--- config.mk ---
export PLATFORM = sky130hd
export DESIGN_NAME = dmem_arbiter_flat
export DESIGN_NICKNAME = d
export VERILOG_FILES = /design/src/rtl/dmem_arbiter_if.sv /design/src/rtl/dmem_arbiter.sv /design/src/flat_wrapper.sv
export SDC_FILE = /design/constraint.sdc
export NUM_CORES = 1
export LEC_CHECK = 0
export BUFFER_PORTS_ARGS = -buffer_cell sky130_fd_sc_hd__buf_2
export CAP_MARGIN = 10
export CORE_AREA = 2 2 109 111
export CTS_BUF_LIST = sky130_fd_sc_hd__clkbuf_8
export DETAILED_ROUTE_END_ITERATION = 16
export DIE_AREA = 0 0 111 113
export GPL_TIMING_DRIVEN = 1
export PLACE_DENSITY = 0.82
export SLEW_MARGIN = 20
export SYNTH_ARGS = -nofsm -noshare
export SYNTH_HDL_FRONTEND = slang
export SYNTH_SLANG_ARGS = --single-unit
--- constraint.sdc ---
create_clock -name clock -period 2.6 [get_ports clock]
set_clock_uncertainty 0.1 [all_clocks]
set_input_delay 0.13 -clock clock [delete_from_list [all_inputs] [get_ports clock]]
set_output_delay 0.13 -clock clock [all_outputs]
set_load 0.005 [all_outputs]
--- src/rtl/dmem_arbiter_if.sv ---
// Bus bundle for the data-memory arbiter: CPU requester port, loader
// requester port, data-memory port and status outputs. The slave modport is
// the arbiter's view; the master modport is the view of the surrounding system.
interface dmem_arbiter_if #(
    parameter int ADDR_WIDTH = 14,
    parameter int DATA_WIDTH = 32
);
    // CPU load/store side
    logic                  cpu_req;
    logic                  cpu_we;
    logic [ADDR_WIDTH-1:0] cpu_addr;
    logic [DATA_WIDTH-1:0] cpu_wdata;
    logic [DATA_WIDTH-1:0] cpu_rdata;
    logic                  cpu_ack;
    logic                  cpu_stall;

    // UART loader side
    logic                  ldr_req;
    logic                  ldr_we;
    logic [ADDR_WIDTH-1:0] ldr_addr;
    logic [DATA_WIDTH-1:0] ldr_wdata;
    logic [DATA_WIDTH-1:0] ldr_rdata;
    logic                  ldr_ack;

    // Data memory (block RAM, one-cycle read latency)
    logic                  mem_we;
    logic [ADDR_WIDTH-1:0] mem_addr;
    logic [DATA_WIDTH-1:0] mem_wdata;
    logic [DATA_WIDTH-1:0] mem_rdata;

    // Current bus owner: 00 none, 01 CPU, 10 loader
    logic [1:0]            owner;

    modport slave (
        input  cpu_req, cpu_we, cpu_addr, cpu_wdata,
        output cpu_rdata, cpu_ack, cpu_stall,
        input  ldr_req, ldr_we, ldr_addr, ldr_wdata,
        output ldr_rdata, ldr_ack,
        output mem_we, mem_addr, mem_wdata,
        input  mem_rdata,
        output owner
    );

    modport master (
        output cpu_req, cpu_we, cpu_addr, cpu_wdata,
        input  cpu_rdata, cpu_ack, cpu_stall,
        output ldr_req, ldr_we, ldr_addr, ldr_wdata,
        input  ldr_rdata, ldr_ack,
        input  mem_we, mem_addr, mem_wdata,
        output mem_rdata,
        input  owner
    );
endinterface

--- src/rtl/dmem_arbiter.sv ---
// Data-memory arbiter: shares one synchronous-read block-RAM port between the
// CPU load/store path and the UART loader. Every access runs IDLE -> ISSUE ->
// RESP, the CPU is stalled until its access completes, and a bounded-priority
// counter forces the loader in after STARVE_LIMIT consecutive CPU wins.
module dmem_arbiter #(
    parameter int ADDR_WIDTH   = 14,
    parameter int DATA_WIDTH   = 32,
    parameter int STARVE_LIMIT = 8
) (
    input  logic             clock,
    input  logic             reset,
    dmem_arbiter_if.slave    bus
);

    typedef enum logic [1:0] {
        S_IDLE  = 2'd0,
        S_ISSUE = 2'd1,
        S_RESP  = 2'd2
    } state_t;

    localparam logic [1:0] OWN_NONE = 2'b00;
    localparam logic [1:0] OWN_CPU  = 2'b01;
    localparam logic [1:0] OWN_LDR  = 2'b10;
    localparam logic [7:0] LIMIT    = 8'(STARVE_LIMIT);

    state_t                r_state;
    state_t                w_state_nxt;

    logic [7:0]            r_starve_cnt;
    logic [7:0]            w_starve_cnt_nxt;
    logic                  r_win_ldr;
    logic                  w_win_ldr_nxt;
    logic                  r_win_we;
    logic                  w_win_we_nxt;

    logic                  r_mem_we;
    logic                  w_mem_we_nxt;
    logic [ADDR_WIDTH-1:0] r_mem_addr;
    logic [ADDR_WIDTH-1:0] w_mem_addr_nxt;
    logic [DATA_WIDTH-1:0] r_mem_wdata;
    logic [DATA_WIDTH-1:0] w_mem_wdata_nxt;

    logic [DATA_WIDTH-1:0] r_cpu_rdata;
    logic [DATA_WIDTH-1:0] w_cpu_rdata_nxt;
    logic                  r_cpu_ack;
    logic                  w_cpu_ack_nxt;
    logic [DATA_WIDTH-1:0] r_ldr_rdata;
    logic [DATA_WIDTH-1:0] w_ldr_rdata_nxt;
    logic                  r_ldr_ack;
    logic                  w_ldr_ack_nxt;
    logic [1:0]            r_owner;
    logic [1:0]            w_owner_nxt;

    logic                  w_cpu_eff;
    logic                  w_ldr_eff;
    logic                  w_any_req;
    logic                  w_pick_ldr;

    // A port whose ack is showing this cycle is finished; masking it stops a
    // second access being granted while the requester is still dropping req.
    assign w_cpu_eff  = bus.cpu_req & ~r_cpu_ack;
    assign w_ldr_eff  = bus.ldr_req & ~r_ldr_ack;
    assign w_any_req  = w_cpu_eff | w_ldr_eff;
    // CPU has priority unless the loader has waited through LIMIT CPU grants.
    assign w_pick_ldr = w_ldr_eff & (~w_cpu_eff | (r_starve_cnt == LIMIT));

    // State register
    always_ff @(posedge clock) begin
        if (reset) begin
            r_state <= S_IDLE;
        end else begin
            r_state <= w_state_nxt;
        end
    end

    // Next-state decode: one grant walks ISSUE then RESP before returning
    always_comb begin
        w_state_nxt = r_state;
        case (r_state)
            S_IDLE:  if (w_any_req) w_state_nxt = S_ISSUE;
            S_ISSUE: w_state_nxt = S_RESP;
            S_RESP:  w_state_nxt = S_IDLE;
            default: w_state_nxt = S_IDLE;
        endcase
    end

    // Output decode: next values of the registered outputs and latched winner
    always_comb begin
        w_win_ldr_nxt    = r_win_ldr;
        w_win_we_nxt     = r_win_we;
        w_mem_we_nxt     = r_mem_we;
        w_mem_addr_nxt   = r_mem_addr;
        w_mem_wdata_nxt  = r_mem_wdata;
        w_cpu_rdata_nxt  = r_cpu_rdata;
        w_ldr_rdata_nxt  = r_ldr_rdata;
        w_cpu_ack_nxt    = 1'b0;
        w_ldr_ack_nxt    = 1'b0;
        w_owner_nxt      = r_owner;
        w_starve_cnt_nxt = r_starve_cnt;

        case (r_state)
            S_IDLE: begin
                w_owner_nxt  = OWN_NONE;
                w_mem_we_nxt = 1'b0;
                if (w_any_req) begin
                    // Requester inputs are captured only here; later changes are ignored
                    w_win_ldr_nxt = w_pick_ldr;
                    if (w_pick_ldr) begin
                        w_win_we_nxt    = bus.ldr_we;
                        w_mem_we_nxt    = bus.ldr_we;
                        w_mem_addr_nxt  = bus.ldr_addr;
                        w_mem_wdata_nxt = bus.ldr_wdata;
                        w_owner_nxt     = OWN_LDR;
                    end else begin
                        w_win_we_nxt    = bus.cpu_we;
                        w_mem_we_nxt    = bus.cpu_we;
                        w_mem_addr_nxt  = bus.cpu_addr;
                        w_mem_wdata_nxt = bus.cpu_wdata;
                        w_owner_nxt     = OWN_CPU;
                    end
                end
            end
            S_ISSUE: begin
                // Memory samples the access at the end of this cycle; a write
                // must not repeat, address and data simply hold.
                w_mem_we_nxt = 1'b0;
            end
            S_RESP: begin
                if (!r_win_we) begin
                    if (r_win_ldr) begin
                        w_ldr_rdata_nxt = bus.mem_rdata;
                    end else begin
                        w_cpu_rdata_nxt = bus.mem_rdata;
                    end
                end
                if (r_win_ldr) begin
                    w_ldr_ack_nxt = 1'b1;
                end else begin
                    w_cpu_ack_nxt = 1'b1;
                end
                w_owner_nxt = OWN_NONE;
            end
            default: begin
                w_owner_nxt  = OWN_NONE;
                w_mem_we_nxt = 1'b0;
            end
        endcase

        // Starvation counter follows raw ldr_req: any cycle without a loader
        // request, or a loader grant, clears it; CPU grants while the loader
        // is requesting count up to LIMIT.
        if (!bus.ldr_req) begin
            w_starve_cnt_nxt = 8'd0;
        end else if ((r_state == S_IDLE) && w_any_req) begin
            if (w_pick_ldr) begin
                w_starve_cnt_nxt = 8'd0;
            end else if (r_starve_cnt != LIMIT) begin
                w_starve_cnt_nxt = r_starve_cnt + 8'd1;
            end
        end
    end

    // Output and arbitration registers; reset drops any access in flight
    always_ff @(posedge clock) begin
        if (reset) begin
            r_starve_cnt <= 8'd0;
            r_win_ldr    <= 1'b0;
            r_win_we     <= 1'b0;
            r_mem_we     <= 1'b0;
            r_mem_addr   <= '0;
            r_mem_wdata  <= '0;
            r_cpu_rdata  <= '0;
            r_cpu_ack    <= 1'b0;
            r_ldr_rdata  <= '0;
            r_ldr_ack    <= 1'b0;
            r_owner      <= OWN_NONE;
        end else begin
            r_starve_cnt <= w_starve_cnt_nxt;
            r_win_ldr    <= w_win_ldr_nxt;
            r_win_we     <= w_win_we_nxt;
            r_mem_we     <= w_mem_we_nxt;
            r_mem_addr   <= w_mem_addr_nxt;
            r_mem_wdata  <= w_mem_wdata_nxt;
            r_cpu_rdata  <= w_cpu_rdata_nxt;
            r_cpu_ack    <= w_cpu_ack_nxt;
            r_ldr_rdata  <= w_ldr_rdata_nxt;
            r_ldr_ack    <= w_ldr_ack_nxt;
            r_owner      <= w_owner_nxt;
        end
    end

    assign bus.mem_we    = r_mem_we;
    assign bus.mem_addr  = r_mem_addr;
    assign bus.mem_wdata = r_mem_wdata;
    assign bus.cpu_rdata = r_cpu_rdata;
    assign bus.cpu_ack   = r_cpu_ack;
    assign bus.ldr_rdata = r_ldr_rdata;
    assign bus.ldr_ack   = r_ldr_ack;
    assign bus.owner     = r_owner;
    // Stall is combinational so the CPU freezes in the very cycle it requests
    assign bus.cpu_stall = bus.cpu_req & ~r_cpu_ack & ~reset;

endmodule

--- src/flat_wrapper.sv ---
// flat-port wrapper written by rule: the top's interface ports become plain ports
module dmem_arbiter_flat 
#(
    parameter int ADDR_WIDTH   = 14,
    parameter int DATA_WIDTH   = 32,
    parameter int STARVE_LIMIT = 8
)
  (clock, reset, bus_cpu_req, bus_cpu_we, bus_cpu_addr, bus_cpu_wdata, bus_cpu_rdata, bus_cpu_ack, bus_cpu_stall, bus_ldr_req, bus_ldr_we, bus_ldr_addr, bus_ldr_wdata, bus_ldr_rdata, bus_ldr_ack, bus_mem_we, bus_mem_addr, bus_mem_wdata, bus_mem_rdata, bus_owner);
  dmem_arbiter_if #(.ADDR_WIDTH(ADDR_WIDTH), .DATA_WIDTH(DATA_WIDTH)) bus_i ();
  input  logic clock;
  input  logic reset;
  input wire logic [$bits(bus_i.cpu_req)-1:0] bus_cpu_req;
  input wire logic [$bits(bus_i.cpu_we)-1:0] bus_cpu_we;
  input wire logic [$bits(bus_i.cpu_addr)-1:0] bus_cpu_addr;
  input wire logic [$bits(bus_i.cpu_wdata)-1:0] bus_cpu_wdata;
  output wire logic [$bits(bus_i.cpu_rdata)-1:0] bus_cpu_rdata;
  output wire logic [$bits(bus_i.cpu_ack)-1:0] bus_cpu_ack;
  output wire logic [$bits(bus_i.cpu_stall)-1:0] bus_cpu_stall;
  input wire logic [$bits(bus_i.ldr_req)-1:0] bus_ldr_req;
  input wire logic [$bits(bus_i.ldr_we)-1:0] bus_ldr_we;
  input wire logic [$bits(bus_i.ldr_addr)-1:0] bus_ldr_addr;
  input wire logic [$bits(bus_i.ldr_wdata)-1:0] bus_ldr_wdata;
  output wire logic [$bits(bus_i.ldr_rdata)-1:0] bus_ldr_rdata;
  output wire logic [$bits(bus_i.ldr_ack)-1:0] bus_ldr_ack;
  output wire logic [$bits(bus_i.mem_we)-1:0] bus_mem_we;
  output wire logic [$bits(bus_i.mem_addr)-1:0] bus_mem_addr;
  output wire logic [$bits(bus_i.mem_wdata)-1:0] bus_mem_wdata;
  input wire logic [$bits(bus_i.mem_rdata)-1:0] bus_mem_rdata;
  output wire logic [$bits(bus_i.owner)-1:0] bus_owner;
  assign bus_i.cpu_req = bus_cpu_req;
  assign bus_i.cpu_we = bus_cpu_we;
  assign bus_i.cpu_addr = bus_cpu_addr;
  assign bus_i.cpu_wdata = bus_cpu_wdata;
  assign bus_cpu_rdata = bus_i.cpu_rdata;
  assign bus_cpu_ack = bus_i.cpu_ack;
  assign bus_cpu_stall = bus_i.cpu_stall;
  assign bus_i.ldr_req = bus_ldr_req;
  assign bus_i.ldr_we = bus_ldr_we;
  assign bus_i.ldr_addr = bus_ldr_addr;
  assign bus_i.ldr_wdata = bus_ldr_wdata;
  assign bus_ldr_rdata = bus_i.ldr_rdata;
  assign bus_ldr_ack = bus_i.ldr_ack;
  assign bus_mem_we = bus_i.mem_we;
  assign bus_mem_addr = bus_i.mem_addr;
  assign bus_mem_wdata = bus_i.mem_wdata;
  assign bus_i.mem_rdata = bus_mem_rdata;
  assign bus_owner = bus_i.owner;
  dmem_arbiter #(.ADDR_WIDTH(ADDR_WIDTH), .DATA_WIDTH(DATA_WIDTH), .STARVE_LIMIT(STARVE_LIMIT)) u_core (.clock(clock), .reset(reset), .bus(bus_i));
endmodule
; Yosys cells after proc, flatten, opt, wreduce, memory -nomap -nowiden
; Index checks and enable logic that the tools add are counted.
; Widths: inputs -> output; s select.
[word_totals]
reg_bits = 127
out_inout_bits = 116
in_bits = 130
word_cells = 55
[op_classes]
n_addsub = 1
reduce_logical = 9
bitwise_logic = 14
mux = 14
eq_ne = 5
[ops]
columns = cell, count
row1 = $mux 32, 1
row2 = $mux 8, 2
row3 = $mux 14, 1
row4 = $add 8x1->8 const B, 1
row5 = $eq 8x4->1 const B, 1
row6 = $ne 8x4->1 const B, 1
row7 = $not 1->1, 8
row8 = $pmux 2 s2, 2
row9 = $mux 2, 3
row10 = $reduce_and 3->1, 2
row11 = $and 1x1->1, 4
row12 = $mux 1, 4
row13 = $reduce_and 2->1, 2
row14 = $reduce_or 2->1, 2
row15 = $eq 2x1->1 const B, 1
row16 = $eq 2x2->1 const B, 1
row17 = $logic_not 2->1, 1
row18 = $ne 2x1->1 const B, 1
row19 = $or 1x1->1, 2
row20 = $pmux 1 s2, 1
row21 = $reduce_bool 2->1, 1
row22 = $logic_and 1x1->1, 1

; Logic depth before layout (Yosys ltp)
; Gate-level depths: netlist of the first run.
[logic_depth]
depth_word = 8
mapped_depth = 8
depth_no_buf = 6

; Worst setup path before layout of the first run
; No wires, ideal clock.
[synth_timing]
path_kind = register to register
startpoint = register u_core.r_starve_cnt[0]
endpoint = register u_core.r_starve_cnt[6]
setup_time_ns = 0.137
path_buffers = 2
path_stages_with_launch = 9
arrival_time_ns = 1.776
required_time_ns = 2.363
synth_period_minus_slack_ns = 2.013
setup_slack_ns = 0.587
cell_sequence = dfxtp_1 inv_1 ha_1 or4b_4 o21a_1 buf_2 buf_6 o311ai_1 mux2i_1
[synth_between]
elab_chain_len = 5
word_cells_on_any_way = 9
classes_between = 1 x add/sub / 2 x eq/ne / 2 x mux / 2 x bitwise / 2 x reduce/logical
[synth_lines]
columns = element, line
row1 = "start, declared", dmem_arbiter.sv:29  ; logic [7:0] r_starve_cnt;
row2 = "start signal, assigned", dmem_arbiter.sv:178  ; r_starve_cnt <= w_starve_cnt_nxt;
row3 = "parallel branches: the longest is 5 deep, another holds $add 8x1->8", --
; Parallel ways; which one is timed is not known. The select of a mux whose other input is x is not followed.
; A chain may end at the register's enable or synchronous reset.

; Worst setup path after layout of the first run
[layout_timing]
startpoint = register u_core.r_starve_cnt[0]
endpoint = register u_core.r_mem_we, in the netlist u_core.bus.mem_we
[layout_between]
elab_chain_len = 6
[layout_lines]
columns = element, line
row1 = $eq 8x4->1, dmem_arbiter.sv:65  ; assign w_pick_ldr = w_ldr_eff & (~w_cpu_eff | (r_starve_cnt == LIMIT));
row2 = $or 1x1->1, dmem_arbiter.sv:65
row3 = $and 1x1->1, dmem_arbiter.sv:65
row4 = $mux 1, dmem_arbiter.sv:108  ; if (w_pick_ldr) begin
row5 = $mux 1, dmem_arbiter.sv:105  ; if (w_any_req) begin
row6 = $pmux 1 s2, dmem_arbiter.sv:101  ; case (r_state)
row7 = "end signal, assigned", dmem_arbiter.sv:181  ; r_mem_we <= w_mem_we_nxt;
row8 = "end, declared", dmem_arbiter.sv:36  ; logic r_mem_we;
; Every way passes these cells.

==> results of run 1 <==
## worst max-delay path: cells and delay by family, from the launching register on
family	cells	cell delay, ns
adder cells (fa/ha/maj)	1	0.14
buffers and inverters	2	0.67
AND/OR/NAND/NOR	1	0.50
AO/OA/AOI/OAI	2	0.56
flip-flops	1	0.35
## kinds of logic (layout without fill, tap and decap cells)
family,after synthesis,in the layout,share of synthesized area (%)
AND/OR/NAND/NOR,262,262,20.5
AO/OA/AOI/OAI,187,187,21.8
flip-flops,127,127,46.5
buffers and inverters,65,419,9.84
multiplexers,3,3,0.549
adder cells (fa/ha/maj),2,2,0.458
XOR/XNOR,2,2,0.321
## power by group
| part | switching, mW | internal (mW) |
|---|---|---|
| Clock | 0.810 | 0.874 |
| Combinational | 0.452 | 0.409 |
| Sequential | 0.0717 | 2.06 |
## what timing repair did
action / CTS / global route
resized for setup: 0 / 1
hold buffers: 127 / 0
endpoints found under the hold margin: 114 / 0
endpoints found under the setup margin: 0 / 1
## state kept, by name, summed over array words and instances (netlist names), 2 cells and up
signal                count
u_core.r_starve_cnt       8
u_core.bus.owner          2
u_core.bus.cpu_rdata     32
u_core.bus.ldr_rdata     32
u_core.r_state            2
u_core.bus.mem_addr      14
u_core.bus.mem_wdata     32
## metrics by stage
step / utilization (%) / area, µm² / power (mW) / instances / worst slack, ns
global placement: 57.8 / 6520 / 2.81 / 987 / 0.481
floorplan: - / 5470 / 2.58 / 648 / 0.587
finish: 72.6 / 8180 / 4.68 / 1145 / 0.179
global route: 72.6 / 8180 / 4.87 / 1145 / 0.0571
CTS: 72.5 / 8170 / 4.65 / 1145 / 0.0229
detailed placement: 57.8 / 6520 / 2.83 / 987 / 0.413
## worst max path at each step
| stage | startpoint | end | slack [ns] | cells after the start |
|---|---|---|---|---|
| after floorplan | u_core.r_starve_cnt[0] | u_core.r_starve_cnt[6] | 0.59 | 8 |
| after global placement | u_core.r_starve_cnt[0] | u_core.bus.mem_wdata[13] | 0.48 | 7 |
| after detailed placement | u_core.r_starve_cnt[0] | u_core.bus.mem_addr[5] | 0.41 | 7 |
| after CTS | u_core.r_starve_cnt[0] | u_core.bus.mem_we | 0.02 | 6 |
| after global routing | u_core.r_starve_cnt[0] | u_core.bus.mem_we | 0.06 | 6 |
| final | u_core.r_starve_cnt[0] | u_core.bus.mem_we | 0.18 | 6 |
## cells in the mapped netlist (all sizes together), types with 3 or more instances
| cell | count |
|---|---|
| nand2 | 133 |
| dfxtp | 127 |
| a21oi | 68 |
| nor2 | 55 |
| nand3 | 52 |
| o21ai | 51 |
| a311oi | 46 |
| clkbuf | 46 |
| buf | 11 |
| nor3 | 5 |
| nand2b | 4 |
| a311o | 3 |
| dlygate4sd1 | 3 |
| inv | 3 |
| mux2i | 3 |
| nor2b | 3 |
| o211ai | 3 |
| o311ai | 3 |
## area by class of cell
cell class | instances | area (µm²) | share of cell area [%]
Timing Repair Buffer | 385 | 2640 | 32.2
Sequential cell | 127 | 2540 | 31.1
Multi-Input combinational cell | 456 | 2430 | 29.7
Clock buffer | 18 | 248 | 3.03
Tap cell | 143 | 179 | 2.19
Clock inverter | 13 | 140 | 1.71
Inverter | 3 | 11.3 | 0.138
## cells in the final DEF, fill, tap and decap left out, types with 4 or more instances in the layout
master                          synthesis  layout
sky130_fd_sc_hd__buf_2                  2     244
sky130_fd_sc_hd__nand2_1              133     133
sky130_fd_sc_hd__dlygate4sd3_1          0     127
sky130_fd_sc_hd__dfxtp_1              127     127
sky130_fd_sc_hd__a21oi_1               68      67
sky130_fd_sc_hd__nor2_1                55      55
sky130_fd_sc_hd__nand3_1               52      52
sky130_fd_sc_hd__o21ai_0               50      50
sky130_fd_sc_hd__a311oi_1              46      46
sky130_fd_sc_hd__clkbuf_8              13      18
sky130_fd_sc_hd__buf_4                  0      11
sky130_fd_sc_hd__clkinvlp_4             0       4
## per-layer routing
layer / GRT usage (%) / wire (µm)
met1: 38.5 / 7850
met5: 0 / 0
met4: 16.3 / 835
met2: 51.7 / 9570
met3: 9.32 / 1990
==> metrics.yaml, run 1 <==
grt:
  largest_net_degree_at_the_start_of_global_routing: 93
  initial_antenna_violation_count: 0
  first_pass_grt_wire_length_mm: 32.3
  grt.total_usage_pct: 31.8
  grt_residual_overflow: 0
  grt_pass1_vias: 6366
critical_path:
  critical_path.max_stage_delay_ns: 0.57
  crit_required_ns: 2.82
  cp_slowest_cell: "sky130_fd_sc_hd__dlygate4sd3_1"
  setup.worst_path.start_class: "flop"
  critPathArrivalTime_ns: 2.64
  r2r.worst_path.cells: 6
  regToRegStartpoint: "u_core.r_starve_cnt[0]"
  cp_max_fo: 5
  setup.reg_to_reg.worst_slack_ns: 0.18
  worstSetupEndpointType: "flop"
  critical_path_class: "flop to flop"
  crit-reg2reg-capture: "u_core.bus.mem_we"
  cells_along_the_critical_path: "inv_1, ha_1, or4b_4, o41ai_2, o21ai_0, dlygate4sd3_1"
synth:
  synth_edf_count: 0
  synth.cell_area_mm2: 0.00547
  ys_async_sr_fraction_pct: 0
  syn_inst: 648
  synth_area_leader_cell: "sky130_fd_sc_hd__dfxtp_1"
  yosys_most_used_dff: "sky130_fd_sc_hd__dfxtp_1"
  count_of_unique_library_cells_instantiated_by_yosys: 49
  yosys.area.top_type_share_pct: 46.5
  portion_of_the_post_synthesis_area_used_by_sequential_elements_pct: 46.5
  post_synth.cell_area_avg_um2: 8.43
  synth_area_leaders: "sky130_fd_sc_hd__dfxtp_1, sky130_fd_sc_hd__nand2_1, sky130_fd_sc_hd__a311oi_1"
  yosys_register_bits: 127
  ys.warnings.count: 0
  synth_nets: 780
clock_tree:
  cts.clk_slew.worst_paths_ns: 0.07
  post_cts.repair.setup_buffers: 0
  clock_insertion_delay_worst_skew_ns: 0.43
  cts_buffers: 17
  clock_tree.root_cell: "sky130_fd_sc_hd__clkbuf_8"
  ctsHtreeMaxLevel: 4
  clkSinkCount: 127
  tritoncts_clock_tree: "built"
  cts_max_path_buffers: 2
sta:
  min_period_ns: 2.42
  max_freq_ghz: 0.413
  slew_headroom_pct: 59.2
  worstMarginPinSlew_ns: 0.610
  setup-violations-final: 0
  worst_hold_slack_ns: 0.0279
  slew_violations: 0
  timing.setup.tns_ns: 0
  final_min_period_over_clock_period_pct: 93.1
  hold_violations: 0
  rsz0062_at_grt: "false"
placement:
  io_port_bufs: 245
  globalplace.congestion: 0.858
  place.detailed.hpwl_mm: 10.7
power:
  power_leakage_nw: 3.51
  vdd_ir_drop_max_mv: 0.424
  power.density_cell_area_mw_per_mm2: 572
floorplan:
  horizontal_die_dimension_um: 111
  ioPinCount: 246
  floorplan.initialDensity_pct: 48.5
  die-height_um: 113
  fp.dieArea_mm2: 0.0125
  design.core.area_mm2: 0.0113
  fp-row-count: 39
final_layout:
  area_growth_pct: 49.7
  drive_gt1_share_pct: 30.2
  fillers: 767
  final_nets: 1122
  num_antenna_cells: 0
drt:
  via_count: 6455
  final_antenna_net_count: 0
  drt_wl_total_mm: 20.2
  drt_iter0_drc: 836
  drt_pre_antenna_iters: 6
  avgRoutedWirePerCell_um: 17.7
  route.detailed.vias_per_inst: 5.64
  drcViolationCount: 0
hold_path:
  hold_path_depth: 3
  min_to: "u_core.r_win_we"
  holdCritStartpoint: "bus_ldr_we"
  timing.hold.worst.class: "input port to flop"
run_status:
  run_status: "finished, final reports clean"
job:
  maximum_capacitance_violations: 0
Power figures use the tool's default switching activity.
==> run 2, diff against run 1 <==
CELL_PAD_IN_SITES_DETAIL_PLACEMENT = 2   (was default)
CELL_PAD_IN_SITES_GLOBAL_PLACEMENT = 2   (was default)
CORE_AREA = 2 2 146 148   (was 2 2 109 111)
DIE_AREA = 0 0 148 150   (was 0 0 111 113)
PLACE_DENSITY = default   (was 0.82)
PLACE_DENSITY_LB_ADDON = 0.1   (was default)
clock period = 2.55 ns   (was 2.6 ns; I/O delays follow)
==> metrics.yaml, run 2 (synthesis gave the netlist of run 1 again) <==
run_status:
  run_status: "finished, final reports clean"
clock_tree:
  ctsHtreeMaxLevel: 4
  clock_tree.root_cell: "sky130_fd_sc_hd__clkbuf_8"
  clkSinkCount: 127
  cts_max_path_buffers: 2
  clock_insertion_delay_worst_skew_ns: 0.44
  tritoncts_clock_tree: "built"
  cts_buffers: 17
  cts.clk_slew.worst_paths_ns: 0.08
  post_cts.repair.setup_buffers: 0
sta:
  worstMarginPinSlew_ns: 0.663
  final_min_period_over_clock_period_pct: 93.2
  timing.setup.tns_ns: 0
  rsz0062_at_grt: "false"
  max_freq_ghz: 0.421
  fin_ws_ns: 0.173
  min_period_ns: 2.38
  slew_violations: 0
  slew_headroom_pct: 55.7
  hold_violations: 0
  setup-violations-final: 0
drt:
  top_layer_used: "met4"
  via_count: 6326
  drt_wl_total_mm: 23.8
  detailroute.wirelength.met2_mm: 12.3
  drcViolationCount: 0
  drt_iter0_drc: 255
  routed-wl-met3_mm: 1.40
  avgRoutedWirePerCell_um: 18.6
  drt_pre_antenna_iters: 4
  final_antenna_net_count: 0
  route.detailed.vias_per_inst: 4.94
  wl_met1_mm: 9.69
grt:
  grt_residual_overflow: 0
  grt.total_usage_pct: 21.5
  grt_pass1_vias: 7092
  initial_antenna_violation_count: 0
  first_pass_grt_wire_length_mm: 37.9
  largest_net_degree_at_the_start_of_global_routing: 80
power:
  swShare_pct: 28.7
  power.density_cell_area_mw_per_mm2: 599
  switchingPower_mw: 1.45
  vdd_ir_drop_max_mv: 0.284
  pwr-share-seq_pct: 43.0
  p_total_mw: 5.05
  proportion_of_power_drawn_by_combinational_gates_pct: 17.7
  power.share.clock_pct: 39.4
  cellInternalPower_mw: 3.60
  power_leakage_nw: 3.56
placement:
  globalplace.congestion: 0.730
  place_area_mm2: 0.00671
  place.detailed.hpwl_mm: 14.5
  io_port_bufs: 245
  dp_worst_setup_slack_ns: 0.333
floorplan:
  fp-row-count: 53
  die-height_um: 150
  floorplan.initialDensity_pct: 26.4
  fp.dieArea_mm2: 0.0222
  design.core.area_mm2: 0.0207
  ioPinCount: 246
  horizontal_die_dimension_um: 148
critical_path:
  regToRegStartpoint: "u_core.r_starve_cnt[1]"
  setup.reg_to_reg.worst_slack_ns: 0.17
  cp_slowest_cell: "sky130_fd_sc_hd__dlygate4sd3_1"
  critPathArrivalTime_ns: 2.61
  cp_max_fo: 5
  r2r.worst_path.cells: 6
  setup.worst_path.start_class: "flop"
  cells_along_the_critical_path: "inv_1, ha_1, or4b_4, o41ai_2, o21ai_0, dlygate4sd3_1"
  crit_required_ns: 2.78
  worstSetupEndpointType: "flop"
  critical_path_class: "flop to flop"
  crit-reg2reg-capture: "u_core.r_win_we"
  critical_path.max_stage_delay_ns: 0.56
hold_path:
  hold_path_depth: 2
  min_to: "u_core.r_win_ldr"
  holdCritStartpoint: "reset"
  timing.hold.worst.class: "input port to flop"
final_layout:
  drive_gt1_share_pct: 30.5
  final_nets: 1126
  fillers: 2404
  area_growth_pct: 54.2
  layout.cells.most_common_list: "sky130_fd_sc_hd__buf_2, sky130_fd_sc_hd__nand2_1, sky130_fd_sc_hd__dlygate4sd3_1, sky130_fd_sc_hd__dfxtp_1, sky130_fd_sc_hd__a21oi_1"
  fin_area_mm2: 0.00843
  layout_commonest_cell: "sky130_fd_sc_hd__buf_2"
  num_antenna_cells: 0
job:
  maximum_capacitance_violations: 0
-- run 2: cell types whose count changed in the layout (fill, tap and decap cells not counted), sizes merged --
cell      change
buf           +4
bufinv        +2
clkbuf        -1
clkinv        -2
clkinvlp      -2
inv           +3
-- run 2: area by class of cell --
type                            instances  area, µm²  area share (%)
Timing Repair Buffer                  389       2670            31.6
Sequential cell                       127       2540            30.2
Multi-Input combinational cell        456       2430            28.8
Tap cell                              275        344            4.08
Clock buffer                           17        234            2.78
Clock inverter                         14        205            2.43
Inverter                                3       11.3           0.134
-- run 2: metrics by stage --
stage                     cells  utilization [%]  hold WS, ns
final                      1281             40.7       0.0533
after global routing       1281             40.7       0.0599
after CTS                  1281             40.7       0.0273
after detailed placement   1123             32.4        0.291
after global placement     1123             32.4        0.278
after floorplan             648                -        0.163
-- run 2: layer usage --
metal,GRT usage [%],vias to the layer above
li1,-,2974
met1,24.2,3147
met2,39.5,177
met3,6.04,28
met4,6.10,0
met5,0,-
-- run 2: how the worst max path moves through the flow --
stage | to | slack [ns] | cells after the start | start
2_1_floorplan | u_core.r_starve_cnt[6] | 0.54 | 8 | u_core.r_starve_cnt[0]
3_3_place_gp | u_core.r_starve_cnt[3] | 0.42 | 7 | u_core.r_starve_cnt[0]
3_5_place_dp | u_core.r_starve_cnt[4] | 0.33 | 7 | u_core.r_starve_cnt[0]
4_1_cts | u_core.r_win_we | 0.08 | 6 | u_core.r_starve_cnt[1]
5_1_grt | u_core.r_win_we | 0.04 | 6 | u_core.r_starve_cnt[0]
6_report | u_core.r_win_we | 0.17 | 6 | u_core.r_starve_cnt[1]
-- run 2: power groups by stage --
stage | clock, mW | combinational [mW] | sequential (mW)
6_report | 1.99 | 0.893 | 2.17
4_1_cts | 2.06 | 0.878 | 2.17
3_3_place_gp | 0 | 0.689 | 2.21
5_1_grt | 2.16 | 0.982 | 2.19
2_1_floorplan | 0 | 0.410 | 2.22
3_5_place_dp | 0 | 0.721 | 2.21
-- run 2: repair_timing --
action / in CTS / in global routing
gates resized for setup: 0 / 1
hold buffers: 127 / 0
endpoints found under the hold margin: 112 / 0
setup endpoints to repair: 0 / 1
-- run 2: worst max-delay path: cells and delay by family (launching register included) --
| family | cells | cell delay [ns] |
|---|---|---|
| DFF | 1 | 0.37 |
| AOI/OAI and AO/OA | 2 | 0.48 |
| buffers and inverters | 2 | 0.67 |
| adders and majority gates | 1 | 0.14 |
| and+or+nand+nor | 1 | 0.51 |
